===== src/rtl/itcm_icb_arbiter_if.sv =====
// ----------------------------------------------------------------------------
// itcm_icb_arbiter_if
//   One ICB link (command + response channel).
//   master modport : drives the command fields and rsp_ready.
//   slave  modport : drives cmd_ready, rsp_valid and rsp_rdata.
//   Parameters     : AW address width, DW data width (wmask is DW/8 bits).
// ----------------------------------------------------------------------------
interface itcm_icb_arbiter_if #(
    parameter int AW = 32,
    parameter int DW = 32
);
    logic              cmd_valid;
    logic              cmd_ready;
    logic              cmd_read;
    logic [AW-1:0]     cmd_addr;
    logic [DW-1:0]     cmd_wdata;
    logic [DW/8-1:0]   cmd_wmask;
    logic              rsp_valid;
    logic              rsp_ready;
    logic [DW-1:0]     rsp_rdata;

    modport master (
        output cmd_valid, cmd_read, cmd_addr, cmd_wdata, cmd_wmask, rsp_ready,
        input  cmd_ready, rsp_valid, rsp_rdata
    );

    modport slave (
        input  cmd_valid, cmd_read, cmd_addr, cmd_wdata, cmd_wmask, rsp_ready,
        output cmd_ready, rsp_valid, rsp_rdata
    );
endinterface


===== src/rtl/itcm_icb_arbiter.sv =====
// ----------------------------------------------------------------------------
// itcm_icb_arbiter
//   Two-master ICB arbiter in front of a single ITCM SRAM controller.
//   m0 is the instruction-fetch master (read-only), m1 the LSU master.
//   Commands pass combinationally to the slave; an owner FIFO records who
//   issued each outstanding command so in-order responses can be routed
//   back. A flush pulse marks outstanding m0 entries as killed so their
//   responses are consumed silently.
//
//   Ports:
//     clk     : clock, all state on rising edge
//     rst     : synchronous active-high reset
//     flush   : pipeline flush pulse, kills in-flight ifetch responses
//     m0_icb  : ifetch master link (slave modport)
//     m1_icb  : LSU master link (slave modport)
//     s_icb   : SRAM controller link (master modport)
//
//   Configuration macro ITCM_ARB_RR_EN:
//     defined   -> round-robin between the masters
//     undefined -> fixed priority, m1 wins whenever unlocked
// ----------------------------------------------------------------------------
module itcm_icb_arbiter #(
    parameter int AW         = 32,
    parameter int DW         = 32,
    parameter int OUTS_DEPTH = 2
) (
    input  logic                clk,
    input  logic                rst,
    input  logic                flush,
    itcm_icb_arbiter_if.slave   m0_icb,
    itcm_icb_arbiter_if.slave   m1_icb,
    itcm_icb_arbiter_if.master  s_icb
);

    localparam int PW = (OUTS_DEPTH > 1) ? $clog2(OUTS_DEPTH) : 1;
    localparam int CW = PW + 1;

    typedef enum logic {
        OWN_M0 = 1'b0,
        OWN_M1 = 1'b1
    } owner_e;

    owner_e                  owner_q [OUTS_DEPTH];
    owner_e                  owner_d [OUTS_DEPTH];
    logic [OUTS_DEPTH-1:0]   kill_q, kill_d;
    logic [PW-1:0]           wptr_q, wptr_d, rptr_q, rptr_d;
    logic [CW-1:0]           cnt_q, cnt_d;
    logic                    lock_q, lock_d;
    owner_e                  lock_own_q, lock_own_d;
    logic                    blk_q;      // high for the cycle after reset release
`ifdef ITCM_ARB_RR_EN
    owner_e                  prio_q, prio_d;
`endif

    owner_e grant;
    logic   blk, full, empty, cmd_open, gnt_valid, gnt_ready, cmd_hs;
    owner_e head_own;
    logic   head_kill, rsp_open, rsp_hs;

    assign blk   = rst | blk_q;
    assign full  = (cnt_q == CW'(OUTS_DEPTH));
    assign empty = (cnt_q == '0);

    // ---------------- arbitration ----------------
    always_comb begin
        if (lock_q) begin
            grant = lock_own_q;
        end else if (m0_icb.cmd_valid && m1_icb.cmd_valid) begin
`ifdef ITCM_ARB_RR_EN
            grant = prio_q;
`else
            grant = OWN_M1;
`endif
        end else if (m0_icb.cmd_valid) begin
            grant = OWN_M0;
        end else begin
            grant = OWN_M1;
        end
    end

    // ---------------- command path ----------------
    assign cmd_open  = ~blk & ~full;
    assign gnt_valid = (grant == OWN_M1) ? m1_icb.cmd_valid : m0_icb.cmd_valid;
    assign gnt_ready = s_icb.cmd_ready & cmd_open;

    assign s_icb.cmd_valid = gnt_valid & cmd_open;
    assign s_icb.cmd_read  = (grant == OWN_M1) ? m1_icb.cmd_read  : 1'b1;
    assign s_icb.cmd_addr  = (grant == OWN_M1) ? m1_icb.cmd_addr  : m0_icb.cmd_addr;
    assign s_icb.cmd_wdata = (grant == OWN_M1) ? m1_icb.cmd_wdata : '0;
    assign s_icb.cmd_wmask = (grant == OWN_M1) ? m1_icb.cmd_wmask : '0;

    assign m0_icb.cmd_ready = (grant == OWN_M0) & gnt_ready;
    assign m1_icb.cmd_ready = (grant == OWN_M1) & gnt_ready;

    assign cmd_hs = s_icb.cmd_valid & s_icb.cmd_ready;

    // ---------------- response path ----------------
    assign head_own  = owner_q[rptr_q];
    assign head_kill = kill_q[rptr_q];
    assign rsp_open  = ~blk & ~empty;

    // Killed heads are drained without involving either master.
    assign s_icb.rsp_ready = rsp_open &
        (head_kill | ((head_own == OWN_M1) ? m1_icb.rsp_ready : m0_icb.rsp_ready));
    assign m0_icb.rsp_valid = rsp_open & ~head_kill & (head_own == OWN_M0) & s_icb.rsp_valid;
    assign m1_icb.rsp_valid = rsp_open & ~head_kill & (head_own == OWN_M1) & s_icb.rsp_valid;
    assign m0_icb.rsp_rdata = s_icb.rsp_rdata;
    assign m1_icb.rsp_rdata = s_icb.rsp_rdata;

    assign rsp_hs = s_icb.rsp_valid & s_icb.rsp_ready;

    // ---------------- next state ----------------
    always_comb begin
        owner_d    = owner_q;
        kill_d     = kill_q;
        wptr_d     = wptr_q;
        rptr_d     = rptr_q;
        // Flush marks every m0 slot; stale slots are rewritten on push, so
        // tagging them too is harmless and avoids a range compare.
        for (int unsigned i = 0; i < OUTS_DEPTH; i++) begin
            if (flush && (owner_q[i] == OWN_M0)) begin
                kill_d[i] = 1'b1;
            end
        end
        if (cmd_hs) begin
            owner_d[wptr_q] = grant;
            kill_d[wptr_q]  = flush & (grant == OWN_M0);
            wptr_d          = wptr_q + PW'(1);
        end
        if (rsp_hs) begin
            rptr_d = rptr_q + PW'(1);
        end
        cnt_d = cnt_q + CW'(cmd_hs) - CW'(rsp_hs);

        // Lock is re-evaluated every cycle: held while the granted command
        // waits, released by its handshake (or if the master withdraws).
        lock_d     = gnt_valid & ~gnt_ready;
        lock_own_d = grant;
    end

`ifdef ITCM_ARB_RR_EN
    // Priority moves to the master that was not just served.
    always_comb begin
        prio_d = prio_q;
        if (cmd_hs) begin
            prio_d = (grant == OWN_M0) ? OWN_M1 : OWN_M0;
        end
    end
`endif

    // ---------------- state registers ----------------
    always_ff @(posedge clk) begin
        if (rst) begin
            for (int unsigned i = 0; i < OUTS_DEPTH; i++) begin
                owner_q[i] <= OWN_M1;
            end
            kill_q     <= '0;
            wptr_q     <= '0;
            rptr_q     <= '0;
            cnt_q      <= '0;
            lock_q     <= 1'b0;
            lock_own_q <= OWN_M1;
            blk_q      <= 1'b1;
`ifdef ITCM_ARB_RR_EN
            prio_q     <= OWN_M1;
`endif
        end else begin
            owner_q    <= owner_d;
            kill_q     <= kill_d;
            wptr_q     <= wptr_d;
            rptr_q     <= rptr_d;
            cnt_q      <= cnt_d;
            lock_q     <= lock_d;
            lock_own_q <= lock_own_d;
            blk_q      <= 1'b0;
`ifdef ITCM_ARB_RR_EN
            prio_q     <= prio_d;
`endif
        end
    end

endmodule

===== src/flat_wrapper.sv =====
// flat-port wrapper written by rule: the top's interface ports become plain ports
module itcm_icb_arbiter_flat 
#(
    parameter int AW         = 32,
    parameter int DW         = 32,
    parameter int OUTS_DEPTH = 2
)
  (clk, rst, flush, m0_icb_cmd_valid, m0_icb_cmd_read, m0_icb_cmd_addr, m0_icb_cmd_wdata, m0_icb_cmd_wmask, m0_icb_rsp_ready, m0_icb_cmd_ready, m0_icb_rsp_valid, m0_icb_rsp_rdata, m1_icb_cmd_valid, m1_icb_cmd_read, m1_icb_cmd_addr, m1_icb_cmd_wdata, m1_icb_cmd_wmask, m1_icb_rsp_ready, m1_icb_cmd_ready, m1_icb_rsp_valid, m1_icb_rsp_rdata, s_icb_cmd_valid, s_icb_cmd_read, s_icb_cmd_addr, s_icb_cmd_wdata, s_icb_cmd_wmask, s_icb_rsp_ready, s_icb_cmd_ready, s_icb_rsp_valid, s_icb_rsp_rdata);
  itcm_icb_arbiter_if #(.AW(AW), .DW(DW)) m0_icb_i ();
  itcm_icb_arbiter_if #(.AW(AW), .DW(DW)) m1_icb_i ();
  itcm_icb_arbiter_if #(.AW(AW), .DW(DW)) s_icb_i ();
  input  logic clk;
  input  logic rst;
  input  logic flush;
  input wire logic [$bits(m0_icb_i.cmd_valid)-1:0] m0_icb_cmd_valid;
  input wire logic [$bits(m0_icb_i.cmd_read)-1:0] m0_icb_cmd_read;
  input wire logic [$bits(m0_icb_i.cmd_addr)-1:0] m0_icb_cmd_addr;
  input wire logic [$bits(m0_icb_i.cmd_wdata)-1:0] m0_icb_cmd_wdata;
  input wire logic [$bits(m0_icb_i.cmd_wmask)-1:0] m0_icb_cmd_wmask;
  input wire logic [$bits(m0_icb_i.rsp_ready)-1:0] m0_icb_rsp_ready;
  output wire logic [$bits(m0_icb_i.cmd_ready)-1:0] m0_icb_cmd_ready;
  output wire logic [$bits(m0_icb_i.rsp_valid)-1:0] m0_icb_rsp_valid;
  output wire logic [$bits(m0_icb_i.rsp_rdata)-1:0] m0_icb_rsp_rdata;
  input wire logic [$bits(m1_icb_i.cmd_valid)-1:0] m1_icb_cmd_valid;
  input wire logic [$bits(m1_icb_i.cmd_read)-1:0] m1_icb_cmd_read;
  input wire logic [$bits(m1_icb_i.cmd_addr)-1:0] m1_icb_cmd_addr;
  input wire logic [$bits(m1_icb_i.cmd_wdata)-1:0] m1_icb_cmd_wdata;
  input wire logic [$bits(m1_icb_i.cmd_wmask)-1:0] m1_icb_cmd_wmask;
  input wire logic [$bits(m1_icb_i.rsp_ready)-1:0] m1_icb_rsp_ready;
  output wire logic [$bits(m1_icb_i.cmd_ready)-1:0] m1_icb_cmd_ready;
  output wire logic [$bits(m1_icb_i.rsp_valid)-1:0] m1_icb_rsp_valid;
  output wire logic [$bits(m1_icb_i.rsp_rdata)-1:0] m1_icb_rsp_rdata;
  output wire logic [$bits(s_icb_i.cmd_valid)-1:0] s_icb_cmd_valid;
  output wire logic [$bits(s_icb_i.cmd_read)-1:0] s_icb_cmd_read;
  output wire logic [$bits(s_icb_i.cmd_addr)-1:0] s_icb_cmd_addr;
  output wire logic [$bits(s_icb_i.cmd_wdata)-1:0] s_icb_cmd_wdata;
  output wire logic [$bits(s_icb_i.cmd_wmask)-1:0] s_icb_cmd_wmask;
  output wire logic [$bits(s_icb_i.rsp_ready)-1:0] s_icb_rsp_ready;
  input wire logic [$bits(s_icb_i.cmd_ready)-1:0] s_icb_cmd_ready;
  input wire logic [$bits(s_icb_i.rsp_valid)-1:0] s_icb_rsp_valid;
  input wire logic [$bits(s_icb_i.rsp_rdata)-1:0] s_icb_rsp_rdata;
  assign m0_icb_i.cmd_valid = m0_icb_cmd_valid;
  assign m0_icb_i.cmd_read = m0_icb_cmd_read;
  assign m0_icb_i.cmd_addr = m0_icb_cmd_addr;
  assign m0_icb_i.cmd_wdata = m0_icb_cmd_wdata;
  assign m0_icb_i.cmd_wmask = m0_icb_cmd_wmask;
  assign m0_icb_i.rsp_ready = m0_icb_rsp_ready;
  assign m0_icb_cmd_ready = m0_icb_i.cmd_ready;
  assign m0_icb_rsp_valid = m0_icb_i.rsp_valid;
  assign m0_icb_rsp_rdata = m0_icb_i.rsp_rdata;
  assign m1_icb_i.cmd_valid = m1_icb_cmd_valid;
  assign m1_icb_i.cmd_read = m1_icb_cmd_read;
  assign m1_icb_i.cmd_addr = m1_icb_cmd_addr;
  assign m1_icb_i.cmd_wdata = m1_icb_cmd_wdata;
  assign m1_icb_i.cmd_wmask = m1_icb_cmd_wmask;
  assign m1_icb_i.rsp_ready = m1_icb_rsp_ready;
  assign m1_icb_cmd_ready = m1_icb_i.cmd_ready;
  assign m1_icb_rsp_valid = m1_icb_i.rsp_valid;
  assign m1_icb_rsp_rdata = m1_icb_i.rsp_rdata;
  assign s_icb_cmd_valid = s_icb_i.cmd_valid;
  assign s_icb_cmd_read = s_icb_i.cmd_read;
  assign s_icb_cmd_addr = s_icb_i.cmd_addr;
  assign s_icb_cmd_wdata = s_icb_i.cmd_wdata;
  assign s_icb_cmd_wmask = s_icb_i.cmd_wmask;
  assign s_icb_rsp_ready = s_icb_i.rsp_ready;
  assign s_icb_i.cmd_ready = s_icb_cmd_ready;
  assign s_icb_i.rsp_valid = s_icb_rsp_valid;
  assign s_icb_i.rsp_rdata = s_icb_rsp_rdata;
  itcm_icb_arbiter #(.AW(AW), .DW(DW), .OUTS_DEPTH(OUTS_DEPTH)) u_core (.clk(clk), .rst(rst), .flush(flush), .m0_icb(m0_icb_i), .m1_icb(m1_icb_i), .s_icb(s_icb_i));
endmodule

===== config.mk =====
export PLATFORM = sky130hd
export DESIGN_NAME = itcm_icb_arbiter_flat
export DESIGN_NICKNAME = d
export VERILOG_FILES = /design/src/rtl/itcm_icb_arbiter_if.sv /design/src/rtl/itcm_icb_arbiter.sv /design/src/flat_wrapper.sv
export SDC_FILE = /design/constraint.sdc
export NUM_CORES = 1
export LEC_CHECK = 0
export CORE_AREA = 2 2 124 126
export DETAILED_ROUTE_END_ITERATION = 16
export DIE_AREA = 0 0 126 128
export SLEW_MARGIN = 40
export SYNTH_ARGS = -nofsm -noshare
export SYNTH_HDL_FRONTEND = slang
export SYNTH_SLANG_ARGS = --single-unit

===== constraint.sdc =====
create_clock -name clk -period 2.6 [get_ports clk]
set_input_delay 0.26 -clock clk [delete_from_list [all_inputs] [get_ports clk]]
set_output_delay 0.26 -clock clk [all_outputs]
set_load 0.1 [all_outputs]

---- Word level (Yosys, flattened, before mapping) ----
Index checks and enable logic that the tools add are counted.
word-level totals
  input port bits ......................... 179
  register bits ........................... 11
operators by class
  equal/unequal tests ..................... 1
  multiplexer cells ....................... 24
  bitwise operators ....................... 29
  reductions and logical operators ........ 6
  $add $sub $neg .......................... 4
  order comparisons ....................... 6
operators with widths
  operator             number
  $mux 32              2
  $and 1x1->1          16
  $mux 1               16
  $not 1->1            9
  $logic_and 1x1->1    5
  $bwmux 2             2
  $ge 2x2->1 const B   2
  $lt 1x2->1 const B   2
  $mux 4               1
  $not 1->2            2
  $add 1x1->1 const B  2
  $add 2x1->2          1
  $demux 1 s1          2
  $eq 2x2->1 const B   1
  $logic_not 2->1      1
  $lt 2x1->1 const B   1
  $mux 2               1
  $or 1x1->1           2
  $sub 2x1->2          1
  $ge 1x1->1 const B   1

---- Longest topological paths before layout ----
Gate-level depths: netlist of the first run.
  depth after elaboration ................. 9
  depth in mapped cells ................... 9
  mapped depth without buffers ............ 9

---- Worst setup path after synthesis of the first run ----
Ideal clock, no wire load.
  path type ............................... flip-flop to output port
  start ................................... register u_core.lock_q
  end ..................................... output port m0_icb_cmd_ready
  buffers on the path ..................... 2
  data arrival time ....................... 2360 ps
  slack ................................... -20 ps
  cell stages (with the launch flop) ...... 6
  required time ........................... 2340 ps
  path through ............................ dfxtp_1 -> or3b_1 -> and2_1 -> buf_6 -> buf_6 -> nor2_1
between the ends
  longest elaborated chain between the ends .. 3
ends and longest elaborated chain
  element                 line                     text
  start, declared         itcm_icb_arbiter.sv:48   logic lock_q, lock_d;
  start signal, assigned  itcm_icb_arbiter.sv:173  lock_q <= lock_d;
  $mux 1                  itcm_icb_arbiter.sv:66   if (lock_q) begin
  $not 1->1               itcm_icb_arbiter.sv:92   assign m0_icb.cmd_ready = (grant == OWN_M0) & gnt_ready;
  $and 1x1->1             itcm_icb_arbiter.sv:92
  end, declared           flat_wrapper.sv:21       output wire logic [$bits(m0_icb_i.cmd_ready)-1:0] m0_icb_cmd_ready;
No other way between the ends.

---- Final worst setup path of the first run ----
  start ................................... input port m0_icb_cmd_valid
  end ..................................... output port s_icb_cmd_addr[9]
between the ends
  longest elaborated chain between the ends .. 4
  elaborated cells between the ends (all ways) .. 5
  classes of those cells .................. mux: 4; reduce/logical: 1
ends and longest elaborated chain
  element                                             line                                            text
  start, declared                                     flat_wrapper.sv:15                              input wire logic [$bits(m0_icb_i.cmd_valid)-1:0] m0_icb_cmd_valid;
  $mux 1 / $logic_and 1x1->1 (equally long branches)  itcm_icb_arbiter.sv:74, itcm_icb_arbiter.sv:68
  $mux 1 *                                            itcm_icb_arbiter.sv:68                          end else if (m0_icb.cmd_valid && m1_icb.cmd_valid) begin
  $mux 1 *                                            itcm_icb_arbiter.sv:66
  $mux 32 *                                           itcm_icb_arbiter.sv:88                          assign s_icb.cmd_addr = (grant == OWN_M1) ? m1_icb.cmd_addr : m0_icb.cmd_addr;
  end, declared                                       flat_wrapper.sv:35                              output wire logic [$bits(s_icb_i.cmd_addr)-1:0] s_icb_cmd_addr;
Every way passes the cells marked *; elsewhere a longest branch is shown, timed or not.

==> results of run 1 <==
==> cell families (layout without fill, tap and decap cells) <==
kind of cell               count (synthesis)  in the layout
DFF                                       11             11
and+or+nand+nor                           70             70
adders and majority gates                  2              2
muxes                                     37             37
xor gates and xnor gates                   2              2
AOI/OAI and AO/OA                         14             14
buffers and inverters                     84            199
==> power breakdown <==
| group | total (W) | leakage, nW | internal, W | switching [W] |
|---|---|---|---|---|
| combinational | 0.00147 | 1.75 | 0.000597 | 0.000873 |
| sequential | 0.000179 | 0.0898 | 0.000175 | 0.00000409 |
| clock | 0.000287 | 0.0382 | 0.000206 | 0.0000804 |
==> metal layers <==
| metal | vias up | global-route usage [%] |
|---|---|---|
| li1 | 908 | - |
| met3 | 16 | 4.341 |
| met2 | 164 | 14.17 |
| met1 | 827 | 8.772 |
| met4 | 0 | 2.262 |
| met5 | - | 0 |
==> sequential cells by signal (all words and copies together), names as in the netlist <==
name and flops:
u_core.rptr_q 1, u_core.lock_own_q 1, u_core.kill_q 2, u_core.owner_q 2, u_core.blk_q 1, u_core.lock_q 1
u_core.cnt_q 2, u_core.wptr_q 1
==> area by class of cell <==
cell class	count	area, um2	share of cell area, %
repair buffers	188	2635	62.05
multi-input cells	125	1051	24.75
well taps	188	235.2	5.539
flip-flops and latches	11	220.2	5.186
clock buffers	4	78.83	1.856
inverters	7	26.28	0.6187
==> Yosys cell counts (all sizes together), types with 2 or more instances <==
library cell,number
and3,36
dfxtp,11
nor3,2
inv,7
nor2,14
mux2i,5
nand2,3
nand2b,8
mux2,32
a21oi,3
buf,68
clkbuf,9
a21boi,2
ha,2
o21bai,2
o21ai,2
nor2b,2
==> path summary, 6_finish.rpt <==
check                                         end  slack (ns)  depth (start not counted)
worst max-delay path            s_icb_cmd_addr[9]        0.27                          6
worst min-delay path                u_core.wptr_q        0.49                          2
worst max register to register    u_core.cnt_q[1]        0.69                          9
worst min register to register      u_core.wptr_q        0.49                          2
==> per-stage QoR <==
step | setup slack [ns] | cells | hold slack (ns)
floorplan | 0.1900 | 220 | 0.2877
global placement | 0.2738 | 519 | 0.4725
detailed placement | 0.2403 | 519 | 0.4844
CTS | 0.2377 | 523 | 0.4904
global route | 0.2019 | 523 | 0.5203
finish | 0.2702 | 523 | 0.4899
==> cell usage in the layout, fill, tap and decap left out, types with 2 or more instances in the layout <==
cell type | synthesis | layout
nor2_1 | 14 | 13
nand2b_1 | 8 | 8
dfxtp_1 | 11 | 11
inv_1 | 7 | 7
nand2_1 | 3 | 3
and3_1 | 36 | 36
o21ai_0 | 2 | 2
mux2i_1 | 5 | 5
a21boi_0 | 2 | 2
nor2b_1 | 2 | 2
buf_4 | 64 | 3
mux2_2 | 5 | 5
buf_12 | 0 | 76
mux2_4 | 27 | 27
o21bai_1 | 2 | 2
ha_1 | 2 | 2
a21oi_1 | 2 | 2
clkdlybuf4s50_1 | 0 | 109
nor3_1 | 2 | 2
clkbuf_16 | 0 | 3
==> worst max-delay path, stage by stage <==
cell and delay (ns):
clkdlybuf4s50_1 0.49, or3b_1 0.37, and2_2 0.22, buf_12 0.18, mux2_4 0.34, buf_12 0.17
==> load_flow_metrics.sql, run 1 <==
INSERT INTO impl_metrics (metric_group, metric, value, unit) VALUES
('run_status', 'outcome', 'complete, no violations', ''),
('final_layout', 'post_route_cells_drive_above_1_share', '34.93', '%'),
('global_routing', 'number_of_global_route_vias_before_repair', '2016', ''),
('sta', 'final-setup-viol-count', '0', ''),
('drt', 'top_layer', 'met4', ''),
('cts', 'postCtsSetupRepairBufs', '0', ''),
('global_routing', 'maximum_number_of_pins_on_one_net_before_global_route_repair', '39', ''),
('logic_synthesis', 'portion_of_netlist_area_occupied_by_mux_cells', '27.51', '%'),
('drt', 'post_drt_antenna_nets', '0', ''),
('power', 'power_per_cell_area', '455.7', 'nW/um2'),
('cts', 'clk_pin_slew_worst_paths', '0.04', 'ns'),
('sta', 'max_slew.worst_pin.slew', '0.4780', 'ns'),
('placed_design', 'buffer_ports.inserted', '184', ''),
('global_routing', 'gr-total-overflow', '0', ''),
('cts', 'clock_tree_from_tritoncts', 'done', ''),
('power', 'cellLeakagePower', '1.878', 'nW'),
('drt', 'met3WireLength', '1.066', 'mm'),
('logic_synthesis', 'synthesized_netlist_net_count', '401', ''),
('drt', 'drc_errors', '0', ''),
('sta', 'setup-tns-final', '0', 'ns'),
('die', 'floorplan.rows', '45', ''),
('logic_synthesis', 'synthSimpleGateAreaFrac', '21.25', '%'),
('logic_synthesis', 'synth.yosys.seq_area_share', '11.84', '%'),
('cts', 'count_of_hold_fix_buffers_inserted_at_cts', '0', ''),
('sta', 'max-slew-margin-rel', '68.13', '%'),
('cts', 'ctsHtreeMaxLevel', '1', ''),
('cts', 'sink_count_of_the_clock_tree', '11', ''),
('cts', 'cts_inserted_buffers', '3', ''),
('die', 'die_h', '128', 'um'),
('power', 'finalPower', '0.001935', 'W'),
('logic_synthesis', 'async_reset_ff_share', '0', '%'),
('setup_path', 'worstSetupStartpoint', 'm0_icb_cmd_valid', ''),
('final_layout', 'antenna-diode-count', '0', ''),
('global_routing', 'grt_first_pass_wirelength', '10.61', 'mm'),
('logic_synthesis', 'synth_largest_area_cell', 'buf_4', ''),
('die', 'fp.coreArea', '14860', 'um2'),
('logic_synthesis', 'synth_top_flop_cell', 'dfxtp_1', ''),
('logic_synthesis', 'yosys_warnings', '0', ''),
('cts', 'post_cts_resized', '0', ''),
('setup_path', 'crit_fanout', '35', ''),
('placed_design', 'detailed_place_hpwl', '6.208', 'mm'),
('sta', 'finalMaxSlewViolations', '0', ''),
('final_layout', 'n_fill_cell', '1528', ''),
('logic_synthesis', 'yosys.area_share.xor_xnor', '0.9415', '%'),
('min_path', 'hold_path_class', 'register to register', ''),
('drt', 'route.detailed.vias_per_inst', '3.662', ''),
('setup_path', 'critical_path.reg2reg.startpoint', 'u_core.rptr_q', ''),
('cts', 'cts.root.buffer_cell', 'clkbuf_16', ''),
('drt', 'wl_met1', '2.637', 'mm'),
('logic_synthesis', 'synth_top_family_by_area', 'buffers and inverters', ''),
('power', 'worst_ir_drop_vdd', '0.1962', 'mV'),
('setup_path', 'timing_worst_setup_path_type', 'input pin to output port', ''),
('setup_path', 'crit_end_category', 'output port', ''),
('drt', 'drt-wirelength-per-cell', '13.88', 'um'),
('sta', 'fin_crit_sh', '89.61', '%'),
('logic_synthesis', 'edff_count_synth', '0', ''),
('drt', 'routed_wl', '7.258', 'mm'),
('final_layout', 'finish.instance_area', '4247', 'um2'),
('final_layout', 'area_growth_syn_to_layout', '128.2', '%'),
('sta', 'timing.final.crit_period', '2.330', 'ns'),
('die', 'ios', '318', ''),
('logic_synthesis', 'total_of_flip_flops_plus_latches_after_synthesis', '11', ''),
('run', 'max-cap-violations', '0', ''),
('setup_path', 'timing.critical_path.arrival', '2.07', 'ns'),
('final_layout', 'final_core_utilization', '28.57', '%'),
('logic_synthesis', 'synthDominantCellAreaShare', '25.82', '%'),
('logic_synthesis', 'cell_area_after_synthesis', '1861', 'um2'),
('final_layout', 'design.final.nets', '517', ''),
('setup_path', 'timing.critical_path.from_type', 'input pin', ''),
('sta', 'timing_hold_violations_final', '0', ''),
('sta', 'clock.fmax', '0.4292', 'GHz');
Power figures use the tool's default switching activity.
==> run 2, diff against run 1 <==
--- a/config.mk
+++ b/config.mk
@@ -5,9 +5,11 @@
 export SDC_FILE = /design/constraint.sdc
 export NUM_CORES = 1
 export LEC_CHECK = 0
-export CORE_AREA = 2 2 124 126
+export CORE_AREA = 10 10 116 118
 export DETAILED_ROUTE_END_ITERATION = 16
 export DIE_AREA = 0 0 126 128
+export PLACE_DENSITY = 0.66
+export SKIP_CTS_REPAIR_TIMING = 1
 export SLEW_MARGIN = 40
 export SYNTH_ARGS = -nofsm -noshare
 export SYNTH_HDL_FRONTEND = slang
==> load_flow_metrics.sql, run 2 (same netlist as run 1, synthesis figures left out) <==
INSERT INTO impl_metrics (metric_group, metric, value, unit) VALUES
('setup_path', 'r2r_slack', '0.77', 'ns'),
('setup_path', 'crit_fanout', '35', ''),
('run_status', 'outcome', 'complete, no violations', ''),
('setup_path', 'crit_path_end', 's_icb_cmd_addr[15]', ''),
('cts', 'clock_tree_from_tritoncts', 'done', ''),
('global_routing', 'global_route.peak_usage_layer', 'met2', ''),
('sta', 'final-setup-viol-count', '0', ''),
('die', 'floorplan.rows', '39', ''),
('setup_path', 'timing.reg2reg.worst_path_depth', '9', ''),
('setup_path', 'crit_end_category', 'output port', ''),
('final_layout', 'area_growth_syn_to_layout', '125.2', '%'),
('global_routing', 'grt_antenna_before_repair', '0', ''),
('final_layout', 'multi_input_comb_area', '1051', 'um2'),
('final_layout', 'design.final.nets', '517', ''),
('final_layout', 'n_fill_cell', '1078', ''),
('placed_design', 'buffer_ports.inserted', '184', ''),
('setup_path', 'timing.critical_path.required', '2.34', 'ns'),
('power', 'share_comb_of_total_power', '76.2', '%'),
('die', 'start_util', '16.58', '%'),
('final_layout', 'layout.cells.most_common_list', 'clkdlybuf4s50_1, buf_12, and3_1', ''),
('sta', 'timing_hold_violations_final', '0', ''),
('global_routing', 'number_of_global_route_vias_before_repair', '2101', ''),
('setup_path', 'timing.critical_path.arrival', '2.08', 'ns'),
('final_layout', 'final_core_utilization', '37.34', '%'),
('setup_path', 'reg2reg_to', 'u_core.cnt_q[1]', ''),
('sta', 'fin_worst_skew', '0.0007582', 'ns'),
('sta', 'max_slew.worst_pin.slew', '0.4816', 'ns'),
('final_layout', 'largest_registers_ranked_by_flip_flop_count', 'u_core.cnt_q: 2 flops, u_core.kill_q: 2 flops, u_core.owner_q: 2 flops', ''),
('drt', 'routed_wl', '7.891', 'mm'),
('placed_design', 'routabilityCongestion', '0.7258', ''),
('power', 'intPower', '0.0009777', 'W'),
('drt', 'route.vias.total', '1906', ''),
('setup_path', 'timing_worst_setup_path_type', 'input pin to output port', ''),
('cts', 'sink_count_of_the_clock_tree', '11', ''),
('sta', 'finalMaxSlewViolations', '0', ''),
('cts', 'ctsHtreeMaxLevel', '1', ''),
('sta', 'setup-tns-final', '0', 'ns'),
('min_path', 'hold_path_class', 'register to register', ''),
('final_layout', 'post_route_cells_drive_above_1_share', '34.93', '%'),
('final_layout', 'final_common_cell', 'clkdlybuf4s50_1', ''),
('final_layout', 'sequential_cell_area', '220.2', 'um2'),
('final_layout', 'antenna-diode-count', '0', ''),
('sta', 'timing.final.crit_period', '2.343', 'ns'),
('setup_path', 'critical_path.reg2reg.startpoint', 'u_core.rptr_q', ''),
('power', 'power.share.clock', '14.5', '%'),
('cts', 'cts_buffer_depth', '2', ''),
('global_routing', 'maximum_number_of_pins_on_one_net_before_global_route_repair', '39', ''),
('global_routing', 'gr-total-overflow', '0', ''),
('run', 'max-cap-violations', '0', ''),
('die', 'ios', '318', ''),
('drt', 'drt-wirelength-per-cell', '16.51', 'um'),
('drt', 'number_of_violations_reported_at_the_end_of_detailed_routing_iteration_0', '62', ''),
('drt', 'post_drt_antenna_nets', '0', ''),
('power', 'relative_contribution_of_sequential_cells_to_total_power', '9.3', '%'),
('drt', 'drc_errors', '0', ''),
('cts', 'worstSkewPairLatency', '0.24', 'ns'),
('global_routing', 'grt.met1_usage', '9.307', '%'),
('die', 'floorplan.die.width', '126', 'um'),
('cts', 'cts_inserted_buffers', '3', ''),
('power', 'sw_frac_of_total', '49.38', '%'),
('power', 'power_per_cell_area', '460.9', 'nW/um2'),
('global_routing', 'groute.usage.overall', '9.000', '%'),
('global_routing', 'routing_usage_on_met3', '6.079', '%'),
('sta', 'fin_crit_sh', '90.11', '%'),
('sta', 'clock.fmax', '0.4268', 'GHz'),
('sta', 'max-slew-margin-rel', '67.90', '%'),
('die', 'die_area', '16130', 'um2'),
('die', 'fp.coreArea', '11220', 'um2'),
('power', 'worst_ir_drop_vdd', '0.2472', 'mV'),
('cts', 'clk_pin_slew_worst_paths', '0.04', 'ns'),
('power', 'switching_power', '0.0009536', 'W'),
('setup_path', 'worstSetupStartpoint', 'm0_icb_cmd_valid', ''),
('sta', 'grt_setup_unrepaired', 'no', ''),
('global_routing', 'grt_util_met2', '14.63', '%'),
('drt', 'route.detailed.vias_per_inst', '3.987', ''),
('min_path', 'whs_path_depth', '2', ''),
('power', 'cellLeakagePower', '1.878', 'nW'),
('drt', 'detailedRoute.firstPassIterationCount', '4', ''),
('global_routing', 'grt_first_pass_wirelength', '11.86', 'mm'),
('placed_design', 'detailed_place_hpwl', '7.116', 'mm'),
('setup_path', 'timing.critical_path.from_type', 'input pin', ''),
('cts', 'cts.root.buffer_cell', 'clkbuf_16', ''),
('die', 'die_h', '128', 'um');
[run 2: cell type report]
| class | count | share of cell area, % |
|---|---|---|
| multi-input combinational | 125 | 25.08 |
| sequential | 11 | 5.255 |
| inverter | 7 | 0.6271 |
| timing repair buffer | 188 | 62.88 |
| clock buffer | 4 | 1.881 |
| tap | 143 | 4.270 |
[run 2: worst min path at each step]
stage,startpoint,end,slack (ns)
after floorplan,rst,u_core.blk_q,0.29
after global placement,u_core.wptr_q,u_core.wptr_q,0.47
after detailed placement,u_core.wptr_q,u_core.wptr_q,0.48
after CTS,u_core.wptr_q,u_core.wptr_q,0.51
after global routing,s_icb_rsp_rdata[29],m1_icb_rsp_rdata[29],0.52
final,u_core.wptr_q,u_core.wptr_q,0.50
[run 2: stage by stage]
step | area [um2] | setup WS, ns | hold slack [ns] | power [W] | cells
finish | 4190 | 0.2570 | 0.5047 | 0.001931 | 478
global route | 4190 | 0.2113 | 0.5202 | 0.001988 | 478
CTS | 4190 | 0.2613 | 0.5099 | 0.001951 | 478
detailed placement | 4111 | 0.2670 | 0.4815 | 0.001668 | 474
global placement | 4111 | 0.2860 | 0.4732 | 0.001656 | 474
floorplan | 1863 | 0.1900 | 0.2877 | 0.001504 | 220
[run 2: power groups by stage]
stage	Sequential (W)	Combinational, W	Clock, W
after floorplan	0.000181	0.00132	0
after detailed placement	0.000182	0.00149	0
after CTS	0.000179	0.00149	0.000285
after global routing	0.000180	0.00151	0.000298
final	0.000179	0.00147	0.000281
after global placement	0.000182	0.00147	0
[run 2: critical path, stage by stage]
cell and delay (ns):
clkdlybuf4s50_1 0.49, or3b_1 0.37, and2_2 0.22, buf_12 0.18, mux2_4 0.35, buf_12 0.17
[run 2: per-layer routing]
metal,share of wire (%),routed length (um)
met4,1.2,94
met5,0,0
met1,36,2851
met3,15,1210
met2,47,3734
